--- config.mk ---
export PLATFORM = sky130hd
export DESIGN_NAME = pc_fetch_unit
export DESIGN_NICKNAME = d
export VERILOG_FILES = /design/src/rtl/pc_fetch_unit.sv
export SDC_FILE = /design/constraint.sdc
export NUM_CORES = 1
export LEC_CHECK = 0
export ABC_AREA = 1
export CELL_PAD_IN_SITES_DETAIL_PLACEMENT = 1
export CELL_PAD_IN_SITES_GLOBAL_PLACEMENT = 1
export CORE_UTILIZATION = 29
export DETAILED_ROUTE_END_ITERATION = 16
export GPL_ROUTABILITY_DRIVEN = 0
export PLACE_DENSITY_LB_ADDON = 0.08
export SETUP_SLACK_MARGIN = 0.15
export SLEW_MARGIN = 40
export SYNTH_ARGS = -nofsm -noshare
export SYNTH_HDL_FRONTEND = slang
export SYNTH_SLANG_ARGS = --single-unit
--- constraint.sdc ---
create_clock -name clk -period 1.48 [get_ports clk]
set_clock_uncertainty 0.05 [all_clocks]
set_input_delay 0.296 -clock clk [delete_from_list [all_inputs] [get_ports clk]]
set_output_delay 0.296 -clock clk [all_outputs]
set_load 0.02 [all_outputs]
--- src/rtl/pc_fetch_unit.sv ---
// Fetch-stage PC sequencer plus IF/ID pipeline register with a BOOT/RUN/HALTED FSM.
// Latency: PCF -> InstrD/PC_Plus1D is one cycle; a taken branch costs exactly one bubble.
// Backpressure: StallF holds PCF and StallD holds IF/ID; a redirect beats StallF; HALTED ignores all inputs.
//
// Ports:
//   clk, rst_n                  clock, asynchronous active-low reset
//   StallF, StallD              hazard-unit stalls for fetch and decode
//   PCSrcD, PCBranchD           taken branch and its target, resolved in decode
//   HaltD                       instruction in decode is HALT
//   InstrF                      combinational imem read data at PCF
//   PCF                         fetch PC / imem address
//   InstrD, PC_Plus1D, ValidD   IF/ID register contents (ValidD=0 marks a bubble)
//   Halted                      FSM is in HALTED
//   FetchCount                  saturating count of instructions delivered to decode
module pc_fetch_unit #(
  parameter int PC_W    = 7,
  parameter int INSTR_W = 16,
  parameter int CNT_W   = 8
) (
  input  logic               clk,
  input  logic               rst_n,
  input  logic               StallF,
  input  logic               StallD,
  input  logic               PCSrcD,
  input  logic [PC_W-1:0]    PCBranchD,
  input  logic               HaltD,
  input  logic [INSTR_W-1:0] InstrF,
  output logic [PC_W-1:0]    PCF,
  output logic [INSTR_W-1:0] InstrD,
  output logic [PC_W-1:0]    PC_Plus1D,
  output logic               ValidD,
  output logic               Halted,
  output logic [CNT_W-1:0]   FetchCount
);

  typedef enum logic [1:0] {
    ST_BOOT   = 2'd0,
    ST_RUN    = 2'd1,
    ST_HALTED = 2'd2
  } state_e;

  localparam logic [PC_W-1:0]  PC_ONE  = PC_W'(1);
  localparam logic [CNT_W-1:0] CNT_ONE = CNT_W'(1);
  localparam logic [CNT_W-1:0] CNT_MAX = '1;

  state_e               state_q, state_d;
  logic [PC_W-1:0]      pc_q, pc_d;
  logic [INSTR_W-1:0]   instr_q, instr_d;
  logic [PC_W-1:0]      pc_plus1_q, pc_plus1_d;
  logic                 valid_q, valid_d;
  logic                 halted_q, halted_d;
  logic [CNT_W-1:0]     cnt_q, cnt_d;

  logic                 halt;
  logic                 redirect;
  logic                 load_f;
  logic [PC_W-1:0]      pc_inc;

  // Natural-width add: wraps modulo 2**PC_W with no carry out.
  assign pc_inc = pc_q + PC_ONE;

  // Halt only counts for a real instruction that is actually advancing out of
  // decode; a halting instruction also suppresses a branch resolved with it.
  assign halt     = (state_q == ST_RUN) && valid_q && HaltD && !StallD;
  assign redirect = (state_q == ST_RUN) && PCSrcD && !StallD && !halt;

  always_comb begin
    state_d    = state_q;
    pc_d       = pc_q;
    instr_d    = instr_q;
    pc_plus1_d = pc_plus1_q;
    valid_d    = valid_q;
    load_f     = 1'b0;

    unique case (state_q)
      ST_BOOT: begin
        pc_d       = '0;
        instr_d    = '0;
        pc_plus1_d = '0;
        valid_d    = 1'b0;
        state_d    = ST_RUN;
      end
      ST_RUN: begin
        if (halt) begin
          instr_d    = '0;
          pc_plus1_d = '0;
          valid_d    = 1'b0;
          state_d    = ST_HALTED;
        end else if (redirect) begin
          // Redirect wins over StallF; the wrong-path fetch becomes a bubble.
          pc_d       = PCBranchD;
          instr_d    = '0;
          pc_plus1_d = '0;
          valid_d    = 1'b0;
        end else begin
          if (!StallF) begin
            pc_d = pc_inc;
          end
          if (!StallD) begin
            instr_d    = InstrF;
            pc_plus1_d = pc_inc;
            valid_d    = 1'b1;
            load_f     = 1'b1;
          end
        end
      end
      ST_HALTED: begin
        instr_d    = '0;
        pc_plus1_d = '0;
        valid_d    = 1'b0;
      end
      default: begin
        pc_d       = '0;
        instr_d    = '0;
        pc_plus1_d = '0;
        valid_d    = 1'b0;
        state_d    = ST_BOOT;
      end
    endcase

    halted_d = (state_d == ST_HALTED);
    cnt_d    = (load_f && (cnt_q != CNT_MAX)) ? (cnt_q + CNT_ONE) : cnt_q;
  end

  always_ff @(posedge clk or negedge rst_n) begin
    if (!rst_n) begin
      state_q    <= ST_BOOT;
      pc_q       <= '0;
      instr_q    <= '0;
      pc_plus1_q <= '0;
      valid_q    <= 1'b0;
      halted_q   <= 1'b0;
      cnt_q      <= '0;
    end else begin
      state_q    <= state_d;
      pc_q       <= pc_d;
      instr_q    <= instr_d;
      pc_plus1_q <= pc_plus1_d;
      valid_q    <= valid_d;
      halted_q   <= halted_d;
      cnt_q      <= cnt_d;
    end
  end

  assign PCF        = pc_q;
  assign InstrD     = instr_q;
  assign PC_Plus1D  = pc_plus1_q;
  assign ValidD     = valid_q;
  assign Halted     = halted_q;
  assign FetchCount = cnt_q;

endmodule

==> impl_metrics.ini, run 1 <==
[pwr]
p_leak_nw = 1.72
p_per_area_nw_per_um2 = 1410
ir_drop_mv = 0.942

[clock_tree]
clock-root-buffer = clkbuf_8
clk_pin_slew_ps = 80
cts_sinks = 42
cts_htree_levels = 2
cts_buffers = 5
clockBufferDepth = 2
cts_tree = yes
worstSkewPairLatency_ps = 300

[synth]
seq_area_frac_synth = 0.523
ys_ff_latch = 42
synth.distinct_cells = 23
netlist_area_sq_um = 2010
syn_avg_cell_area_sq_um = 8.20
syn_inst = 245
ys_warn_count = 0
syn_nets = 276

[final_layout]
fillers = 785
final_nets = 387
area_delta_synth_final_pct = 66.2
drive_gt1_frac = 0.445
utilization = 0.511
diodes = 0

[critical_path]
worstPathMaxFanout = 5
cp_slowest_cell = dfrtp_1
slowest_delay_ps = 450
cp_cell_sequence = inv_2 > nand2_4 > nor2_4 > nand2_2 > nor2_4 > nand2_4 > buf_6 > xnor2_2
startpoint_type = flip-flop
r2r-start = state_q[1]$_DFF_PN0_
worstSetupEndpointType = flip-flop
r2r.worst_path.cells = 8
path_buf_inv = 2
cp.required_ps = 1620
critPathKind = reg -> reg
reg2reg_to = FetchCount[0]$_DFFE_PN0P_
worstPathArrival_ps = 1580
reg2reg_slack_ps = 40
cp_top_family = simple AND/OR/NAND/NOR gates

[detailed_routing]
ant_nets = 0
via_per_inst = 4.68
drt_iter0_drc = 80
vias = 2033
drc_errors = 0
wirelength_um = 6380
wl_per_cell_um = 14.7
first_pass_iters = 4

[global_route]
grt_max_degree = 43
overflow = 0
antenna_found_initial = 0
grt_pass1_vias = 2125
grt_pass1_wl_um = 10600
grt_util_all_layers = 0.187

[timing]
max_freq_mhz = 692
final_hold_viol_count = 0
final.period_utilization = 0.976
holdWs_ps = 450
layout_min_cycle_time_ps = 1440
tightest_slew_ps = 273
rsz0062_at_grt = yes
worst_slack_ps = 35.6
relSlewSlack = 0.818
slew_violations = 0
setup_violations = 0

[placed_design]
dpl_worst_slack_ps = -369
port_buffers = 68
dp_hpwl_um = 4150

[flow_run]
maxCapViolCount = 0

[floorplan]
top_level_ports = 69
die_h_um = 85.2
die-area_sq_um = 7260
start_util = 0.307
dieWidth_um = 85.2
core_sq_um = 6530
fp-row-count = 29

[outcome]
status = complete, no violations

[min_path]
hold_class = in -> async
[where the power goes]
| group | total, mW | switching, mW | internal [mW] | leakage (nW) |
|---|---|---|---|---|
| Sequential | 1.67 | 0.253 | 1.41 | 0.549 |
| Clock | 0.741 | 0.413 | 0.328 | 0.0450 |
| Combinational | 2.29 | 1.27 | 1.02 | 1.13 |
[layout by cell type, fill, tap and decap left out, types with 3 or more instances in the layout]
cell type	n
o21ai_2	5
nand3_4	3
nand4_1	3
inv_2	6
buf_4	32
nor2_4	6
nand2_2	23
nand3_2	4
nor2_1	3
nand2_4	7
buf_6	9
clkdlybuf4s15_2	10
dfrtp_1	39
o21ai_1	13
clkbuf_2	16
nand2_1	64
nand3_1	28
buf_2	14
dfrtp_2	3
buf_12	3
clkinv_2	3
clkdlybuf4s50_1	25
inv_1	14
clkbuf_8	5
[tightest hold or removal path: stages]
cell and delay [ps]:
dlygate4sd3_1 520, buf_2 120, buf_12 240
[repair_timing]
| item | in CTS | in global routing |
|---|---|---|
| gates resized for setup | 143 | 72 |
| pin swaps | 7 | 12 |
| endpoints found under the setup margin | 77 | 65 |
| cloned | 0 | 0 |
| setup buffers | 15 | 4 |
| hold endpoints to repair | 42 | 0 |
| hold buffers | 1 | 0 |
[synth_stat cells]
library cell,number,area share
nand2_1,93,0.17
dfrtp_1,42,0.52
nand3_1,34,0.085
inv_1,17,0.032
o21ai_1,17,0.042
nor2_1,6,0.011
clkbuf_1,4,0.0075
inv_2,4,0.0075
xnor2_1,4,0.017
buf_6,3,0.017
nand4_1,3,0.0093
nor2_2,3,0.0093
buf_4,2,0.0075
ha_1,2,0.012
nor2_4,2,0.011
xor2_1,2,0.0087
clkinv_1,1,0.0019
nand2_2,1,0.0031
nand3_2,1,0.0050
nand3b_1,1,0.0037
nand4_2,1,0.0062
nor3_1,1,0.0025
o21ai_0,1,0.0025
[worst max-delay path by stage]
stage	depth (start not counted)	to	startpoint
6_report	8	FetchCount[0]$_DFFE_PN0P_	state_q[1]$_DFF_PN0_
5_1_grt	9	InstrD[2]$_DFFE_PN0P_	state_q[1]$_DFF_PN0_
4_1_cts	9	FetchCount[3]$_DFFE_PN0P_	FetchCount[0]$_DFFE_PN0P_
3_5_place_dp	8	PCF[4]$_DFFE_PN0P_	StallD
3_3_place_gp	8	PCF[5]$_DFFE_PN0P_	StallD
2_1_floorplan	9	FetchCount[3]$_DFFE_PN0P_	FetchCount[0]$_DFFE_PN0P_
[area by class of cell]
class                      instances  area, sq um  area share
multi-input combinational        172         1060       0.318
sequential                        42         1050       0.316
timing repair buffer             113          957       0.287
tap                               77         96.3      0.0289
inverter                          22         86.3      0.0259
clock buffer                       6         72.6      0.0217
clock inverter                     2         10.0     0.00300
[registers in the layout, summed over array words and instances (netlist names)]
name and cells:
InstrD 16, ValidD 1, state_q 2, FetchCount 8, PC_Plus1D 7, Halted 1, PCF 7
[per-layer routing]
| metal | GRT usage | vias to the layer above | wire length, um | part of all wire |
|---|---|---|---|---|
| met5 | 0 | - | 0 | 0 |
| met4 | 0.0693 | 0 | 102 | 0.016 |
| met3 | 0.0263 | 9 | 259 | 0.041 |
| met2 | 0.298 | 52 | 2960 | 0.46 |
| met1 | 0.258 | 973 | 3060 | 0.48 |
| li1 | - | 999 | - | - |
[stage by stage]
stage | instances | instance area, sq um | total power [mW] | TNS (ps)
finish | 434 | 3340 | 4.70 | 0
global route | 434 | 3340 | 5.02 | -863
CTS | 430 | 3280 | 4.55 | 0
detailed placement | 406 | 2960 | 3.70 | -10710
global placement | 406 | 2960 | 3.67 | -8030
floorplan | 245 | 2030 | 2.66 | 0
[cell families (layout without fill, tap and decap cells)]
group	Yosys count	count (layout)	synth area share
buffers and inverters	31	143	0.0729
DFF	42	42	0.523
adders and majority gates	2	2	0.0125
xor gates and xnor gates	6	6	0.0262
and+or+nand+nor	146	146	0.320
AOI/OAI and AO/OA	18	18	0.0449
(Power assumes the default switching activity.)
==> run 2, diff against run 1 <==
CORE_ASPECT_RATIO = 1.5   (was not set)
CORE_MARGIN = 2   (was not set)
==> run 2 against run 1 <==
  * Sequential power is essentially flat
  * Worst hold slack lost 81 ps
  * Combinational power grew 3%
  * Critical path type unchanged
==> impl_metrics.ini, run 2 (synthesis results as in run 1) <==
[outcome]
status = complete, no violations

[final_layout]
diodes = 0
final_cell_mix = nand2_1, dfrtp_1, nand3_1, buf_4
final_common_cell = nand2_1
area_delta_synth_final_pct = 75.1
largest_reg_flops = 16
final_nets = 386
final_cells = 434
stdcell_area_sq_um = 3520
drive_gt1_frac = 0.486

[floorplan]
dieWidth_um = 71.9
core_sq_um = 6810
top_level_ports = 69
start_util = 0.295
fp-row-count = 37
die-area_sq_um = 7620
die_h_um = 106

[placed_design]
port_buffers = 68
dp_cells = 406
dp_hpwl_um = 4240
place_area_sq_um = 2950
dpl_worst_slack_ps = -373

[timing]
final_hold_viol_count = 0
slew_violations = 0
worst_slack_ps = 80.7
final.period_utilization = 0.945
setup_violations = 0
max_freq_mhz = 715
tightest_slew_ps = 348
layout_min_cycle_time_ps = 1400
relSlewSlack = 0.768
tns_ps = 0
rsz0062_at_grt = yes

[critical_path]
worstPathMaxFanout = 5
worstPathArrival_ps = 1570
startpoint_type = flip-flop
critPathKind = reg -> reg
worstSetupEndpointType = flip-flop
cp.required_ps = 1650

[global_route]
grt_pass1_vias = 2106
antenna_found_initial = 0
overflow = 0
grt_pass1_wl_um = 9890
grt_util_all_layers = 0.165
grt_max_degree = 31

[detailed_routing]
via_per_inst = 4.73
wirelength_um = 6510
wl_per_cell_um = 15.0
drc_errors = 0
ant_nets = 0
drt_iter0_drc = 54
vias = 2053
first_pass_iters = 3

[pwr]
p_per_area_nw_per_um2 = 1460
ir_drop_mv = 0.915
power_mw = 5.13
p_leak_nw = 1.86

[clock_tree]
cts_tree = yes
clockBufferDepth = 2
clk_pin_slew_ps = 90
cts_sinks = 42
cts_buffers = 5
clock-root-buffer = clkbuf_8
cts_htree_levels = 2
worstSkewPairLatency_ps = 300

[flow_run]
maxCapViolCount = 0

[min_path]
hold_class = in -> async
## run 2: cell count changes in the layout (fill, tap and decap cells not counted), moves of 3 or more
| cell | previous run | this run |
|---|---|---|
| clkinv_2 | 3 | 0 |
| nand2_4 | 7 | 18 |
| buf_2 | 14 | 22 |
| o21ai_2 | 5 | 9 |
| o21ai_1 | 13 | 9 |
| nand2_1 | 64 | 50 |
| nand2_2 | 23 | 26 |
| clkbuf_2 | 16 | 8 |
## run 2: area by class of cell
| type | count | area, sq um |
|---|---|---|
| well taps | 78 | 97.6 |
| inverters | 22 | 92.6 |
| repair buffers | 112 | 986 |
| clock inverters | 3 | 68.8 |
| multi-input cells | 172 | 1150 |
| flip-flops and latches | 42 | 1060 |
| clock buffers | 5 | 68.8 |
| fillers | 806 | 3290 |
## run 2: timing repair
item	4_1_cts	5_1_grt
hold buffers	1	0
setup endpoints to repair	77	64
pin swaps	11	25
endpoints found under the hold margin	12	0
resized for setup	143	112
buffers inserted	10	7
cloned	0	2
## run 2: layer usage
layer	global-route usage	vias up	share of wire
met3	0.0237	8	0.037
met5	0	-	0
met2	0.297	45	0.54
met1	0.190	1005	0.40
met4	0.0687	0	0.016
li1	-	995	-
## run 2: worst max-delay path, stage by stage, from the launching register on
cell     delay, ps
dfrtp_1        390
buf_4          150
nor2_4         110
nand4_4        170
buf_12         200
nand2_1         60
nand2_1         50
o21ai_1        150
## run 2: path summary, 6_finish.rpt
kind / startpoint / to / slack [ps] / cells after the start
min reg2reg: InstrD[12]$_DFFE_PN0P_ / InstrD[12]$_DFFE_PN0P_ / 470 / 2
max reg2reg: state_q[1]$_DFF_PN0_ / PCF[4]$_DFFE_PN0P_ / 80 / 7
max in group asynchronous: rst_n / state_q[0]$_DFF_PN0_ / 510 / 3
min: rst_n / InstrD[3]$_DFFE_PN0P_ / 370 / 2
max: state_q[1]$_DFF_PN0_ / PCF[4]$_DFFE_PN0P_ / 80 / 7
min in group clk: InstrD[12]$_DFFE_PN0P_ / InstrD[12]$_DFFE_PN0P_ / 470 / 2
## run 2: through the flow
step,hold WS (ps),util
final,370,0.517
after global routing,390,0.517
after CTS,374,0.476
after detailed placement,174,0.433
after global placement,165,0.433
after floorplan,-49.6,-
## run 2: report_power, final
part           switching, mW  internal, mW  total, mW
Combinational           1.31          1.06       2.37
Sequential             0.234          1.41       1.65
Clock                  0.435         0.676       1.11
==> run 3, diff against run 2 <==
ABC_CLOCK_PERIOD_IN_PS = 1480   (was not set)
==> results of run 3 <==
Same layout as run 2: the final DEF is identical, and so are final timing and power.
==> RTL change 1: new RTL, settings of run 2 <==
Put one more register stage on the output `FetchCount`, cleared by the reset. The value now appears one clock later. The other outputs are not delayed to match.
--- a/src/rtl/pc_fetch_unit.sv
+++ b/src/rtl/pc_fetch_unit.sv
@@ -148,5 +148,11 @@
   assign ValidD     = valid_q;
   assign Halted     = halted_q;
-  assign FetchCount = cnt_q;
+  always_ff @(posedge clk or negedge rst_n) begin
+    if (!rst_n) begin
+      FetchCount <= '0;
+    end else begin
+      FetchCount <= cnt_q;
+    end
+  end
 
 endmodule
Function: changed (Yosys sat finds a counterexample within 4 cycles, from zero or initial values and one cycle with rst_n low).
==> RTL change 1 against run 2 <==
Highest routed layer unchanged. First-iteration DRC count increased by 5.6%. Largest cell class is now registers. Design area decreased by 1.7%. Wire length shrank 2.6%. Worst setup slack got worse by 0.053 ns. Synthesized area is 5.4% higher. Via count down 7.0%. Combinational power is 3% lower. Cell count down 6.9%. Count of clock-buffer cells in the layout stayed put. Power increased by 1.9%. Sequential cell count rose by 8.
==> RTL change 1: results (changes against run 2) <==
INFO  global_route   grt_util_met1=18.8% [-0.18 points]
INFO  setup_path     crit_fanout=6 [+1]
INFO  setup_path     critical-path-slowest-cell=dfrtp_2
INFO  routing        wl_met2=3.52mm [-0.79%]
INFO  placed_design  place_inst=375 [-7.6%]
INFO  routing        detailedRoute.firstIterationViolations=57 [+5.6%]
INFO  global_route   grt_start_max_net_pins=51 [+65%]
INFO  timing         tightest_slew=0.300ns [-0.0475 ns]
INFO  pwr            power_frac_comb=44.2% [-2.0 points]
INFO  setup_path     timing.critical_path.max_delay_family=simple AND/OR/NAND/NOR gates
INFO  status         status=finished, final reports clean
INFO  placed_design  preCtsSetupSlack=-0.205ns [+0.168 ns]
INFO  global_route   grt_use_met3=3.05% [+0.68 points]
INFO  clock_tree     ctsResizeCount=161 [+13%]
INFO  global_route   global_route_wire_length_before_repair=10.1mm [+2.0%]
INFO  pwr            static-leakage-power=1.70nW [-8.3%]
INFO  clock_tree     post-cts-setup-buffer-count=13 [+3]
INFO  pwr            internal-power=3.25mW [+3.2%]
INFO  routing        wl_per_cell=15.7um [+4.6%]
INFO  min_path       hold_path.class=register to register
INFO  routing        dr.pass1.iters=4 [+1]
INFO  setup_path     critical-path-max-stage-delay=0.43ns [+0.04 ns]
INFO  synth          xor_xnor_cell_area_share_of_the_yosys_netlist=2.07% [-0.55 points]
INFO  global_route   groute.usage.overall=16.5% [+0.025 points]
INFO  synth          net_count_of_the_mapped_netlist=244 [-12%]
INFO  routing        routed-wl-met3=231um [-4.5%]
INFO  synth          netlist_cell_types=25 [+8.7%]
INFO  synth          syn-instance-count=213 [-13%]
INFO  pwr            ir_drop=720uV [-21%]
INFO  synth          yosys.area_share.adder=1.18% [-0.063 points]
INFO  synth          synth_compound_gate_area_share=11.9% [+7.5 points]
INFO  synth          yosys-top-cells-area=dfrtp_1 59%, nand2_1 11%, a22o_1 7.0%
INFO  final_layout   fraction_of_layout_instances_using_a_drive_strength_above_1=41.0% [-7.5 points]
INFO  pwr            power.density=1510mW/mm2 [+3.6%]
INFO  final_layout   fin_nets=355 [-8.0%]
INFO  routing        wl_met1=2.45mm [-6.1%]
INFO  placed_design  hpwl_reported_at_the_end_of_detailed_placement=4.26mm [+0.39%]
## RTL change 1: changes by cell type after synthesis, sizes merged, moves of 4 or more
cell / delta
nand2: -30
nand3: -23
a22o: +17
dfrtp: +8
clkbuf: -4
## RTL change 1: cell type report
cell class | count | area (um2)
clock buffers | 5 | 68.8
clock inverters | 2 | 38.8
fillers | 820 | 3680
inverters | 23 | 95.1
multi-input cells | 137 | 951
flip-flops and latches | 50 | 1250
well taps | 80 | 100
repair buffers | 107 | 947
## RTL change 1: worst paths after layout
| path | from | to | slack (ns) | cells past startpoint |
|---|---|---|---|---|
| max reg2reg | state_q[1] | PCF[5] | 0.03 | 7 |
| max | state_q[1] | PCF[5] | 0.03 | 7 |
| min reg2reg | cnt_q[7] | FetchCount[7] | 0.39 | 0 |
| min | cnt_q[7] | FetchCount[7] | 0.39 | 0 |
| min in group asynchronous | rst_n | InstrD[14] | 0.45 | 3 |
| max in group asynchronous | rst_n | state_q[1] | 0.66 | 3 |
==> RTL change 2: new RTL, flow settings as in run 2 <==
Made on the original files. Set the parameter `INSTR_W` to 32 (it was 16).
--- a/src/rtl/pc_fetch_unit.sv
+++ b/src/rtl/pc_fetch_unit.sv
@@ -15,5 +15,5 @@
 module pc_fetch_unit #(
   parameter int PC_W    = 7,
-  parameter int INSTR_W = 16,
+  parameter int INSTR_W = 32,
   parameter int CNT_W   = 8
 ) (
Ports: changed (resized InstrD and InstrF); port bits go from 69 to 101. The function was not compared with the original's and may differ.
==> RTL change 2 against run 2 <==
Sequential cell count up 16. Non-clock buffer count up 40. Synthesized area up 25%. First-iteration DRC count up 31%. Cell count up 17%. Wire length up 37%. Design area up 30%. Power up 45%. Die area up 24%. Count of clock-buffer cells in the layout up 7. Utilization up 2.6 points. Worst setup slack worse by 0.042 ns. Sequential share of layout area up 1.9 points. Sequential power up 36%. Critical endpoint is now FetchCount[0]. Largest power group unchanged.
==> RTL change 2: results (changes against run 2) <==
INFO  status         status=finished, final reports clean
INFO  min_path       hold_path.class=register to register
INFO  global_route   global_route_wire_length_before_repair=13.7mm [+38%]
INFO  synth          synth_commonest_cells=58 x dfrtp_1, 52 x nand2_1, 32 x a22o_1
INFO  clock_tree     clk_latency=0.32ns [+0.02 ns]
INFO  synth          yosys.area_share.adder=0.994% [-0.25 points]
INFO  routing        routed_wirelength=8.90mm [+37%]
INFO  pwr            static-leakage-power=2.20nW [+18%]
INFO  synth          yosys-top-cells-area=dfrtp_1 58%, a22o_1 11%, nand2_1 7.7%
INFO  clock_tree     number_of_levels_in_the_clock_h_tree=3 [+1]
INFO  synth          synth_compound_gate_area_share=15.5% [+11 points]
INFO  global_route   grt_pass1_vias=2614 [+24%]
INFO  placed_design  hpwl_reported_at_the_end_of_detailed_placement=5.63mm [+33%]
INFO  final_layout   fin_nets=441 [+14%]
INFO  setup_path     regToRegSetupSlack=0.04ns [-0.04 ns]
INFO  global_route   grt_util_met1=20.7% [+1.7 points]
INFO  synth          net_count_of_the_mapped_netlist=286 [+3.6%]
INFO  synth          synth_sequential_area_ratio=57.6% [+5.3 points]
INFO  timing         slew_headroom=78.1% [+1.3 points]
INFO  final_layout   fraction_of_layout_instances_using_a_drive_strength_above_1=44.4% [-4.2 points]
INFO  global_route   globalRouteMet2Util=35.1% [+5.4 points]
INFO  placed_design  place_inst=462 [+14%]
INFO  setup_path     worst_r2r_path_depth=6 [-1]
INFO  synth          postSynthAreaPerCell=10.5um2 [+29%]
INFO  final_layout   max_reg_flops=32 [+16]
RTL change 2: cell type report:
class,instances,area (um2)
Fill cell,929,3840
Timing Repair Buffer,152,1420
Tap cell,107,134
Inverter,20,92.6
Clock buffer,12,267
Sequential cell,58,1460
Clock inverter,4,72.6
Multi-Input combinational cell,153,1120
RTL change 2: worst max path at each step:
stage          depth (start not counted)            end
2_1_floorplan                          8  FetchCount[3]
3_5_place_dp                           6         PCF[1]
6_report                               6  FetchCount[0]
3_3_place_gp                           6         PCF[1]
5_1_grt                                6  FetchCount[0]
4_1_cts                                7     InstrD[17]
RTL change 2: what timing repair did:
action	CTS	global route
buffers inserted	14	5
pin swaps	16	13
hold buffers	1	0
resized for setup	216	53
cloned	2	6
hold endpoints to repair	58	0
setup endpoints to repair	110	82
RTL change 2: power breakdown:
part           internal, mW  switching, mW  total (mW)  leakage (nW)
combinational          1.36           1.53        2.89          1.28
sequential             1.94          0.297        2.24         0.754
clock                  1.61          0.720        2.33         0.165
total                  4.91           2.55        7.45          2.20
RTL change 2: cells by family (layout without fill, tap and decap cells):
| kind of cell | Yosys count | after routing |
|---|---|---|
| AO/OA/AOI/OAI | 53 | 53 |
| XOR/XNOR | 7 | 7 |
| adder cells (fa/ha/maj) | 2 | 2 |
| buffers and inverters | 28 | 188 |
| flip-flops | 58 | 58 |
| AND/OR/NAND/NOR | 91 | 91 |
RTL change 2: through the flow:
step                      utilization (%)  setup slack [ns]  hold slack, ns  total power, mW  cell area (um2)
after floorplan                         -             0.107         -0.0496             3.46             2560
after global placement               45.9            -0.338           0.279             4.77             3860
after detailed placement             45.9            -0.375           0.283             4.80             3860
after CTS                            53.4            0.0682           0.438             7.32             4500
after global routing                 54.3           -0.0389           0.448             7.87             4570
final                                54.3            0.0387           0.433             7.45             4570
RTL change 2: critical path: stages, from the launching register on:
cell      delay [ns]
dfrtp_2         0.43
nor2_4          0.21
nand4_4         0.17
clkinv_4        0.12
nand2_8         0.09
buf_6           0.12
xor2_1          0.13
RTL change 2: layer usage:
layer  part of all wire, %  up-vias
li1                      -     1134
met1                    38     1231
met2                    56       80
met3                   4.3       14
met4                   2.2        0
met5                     0        -
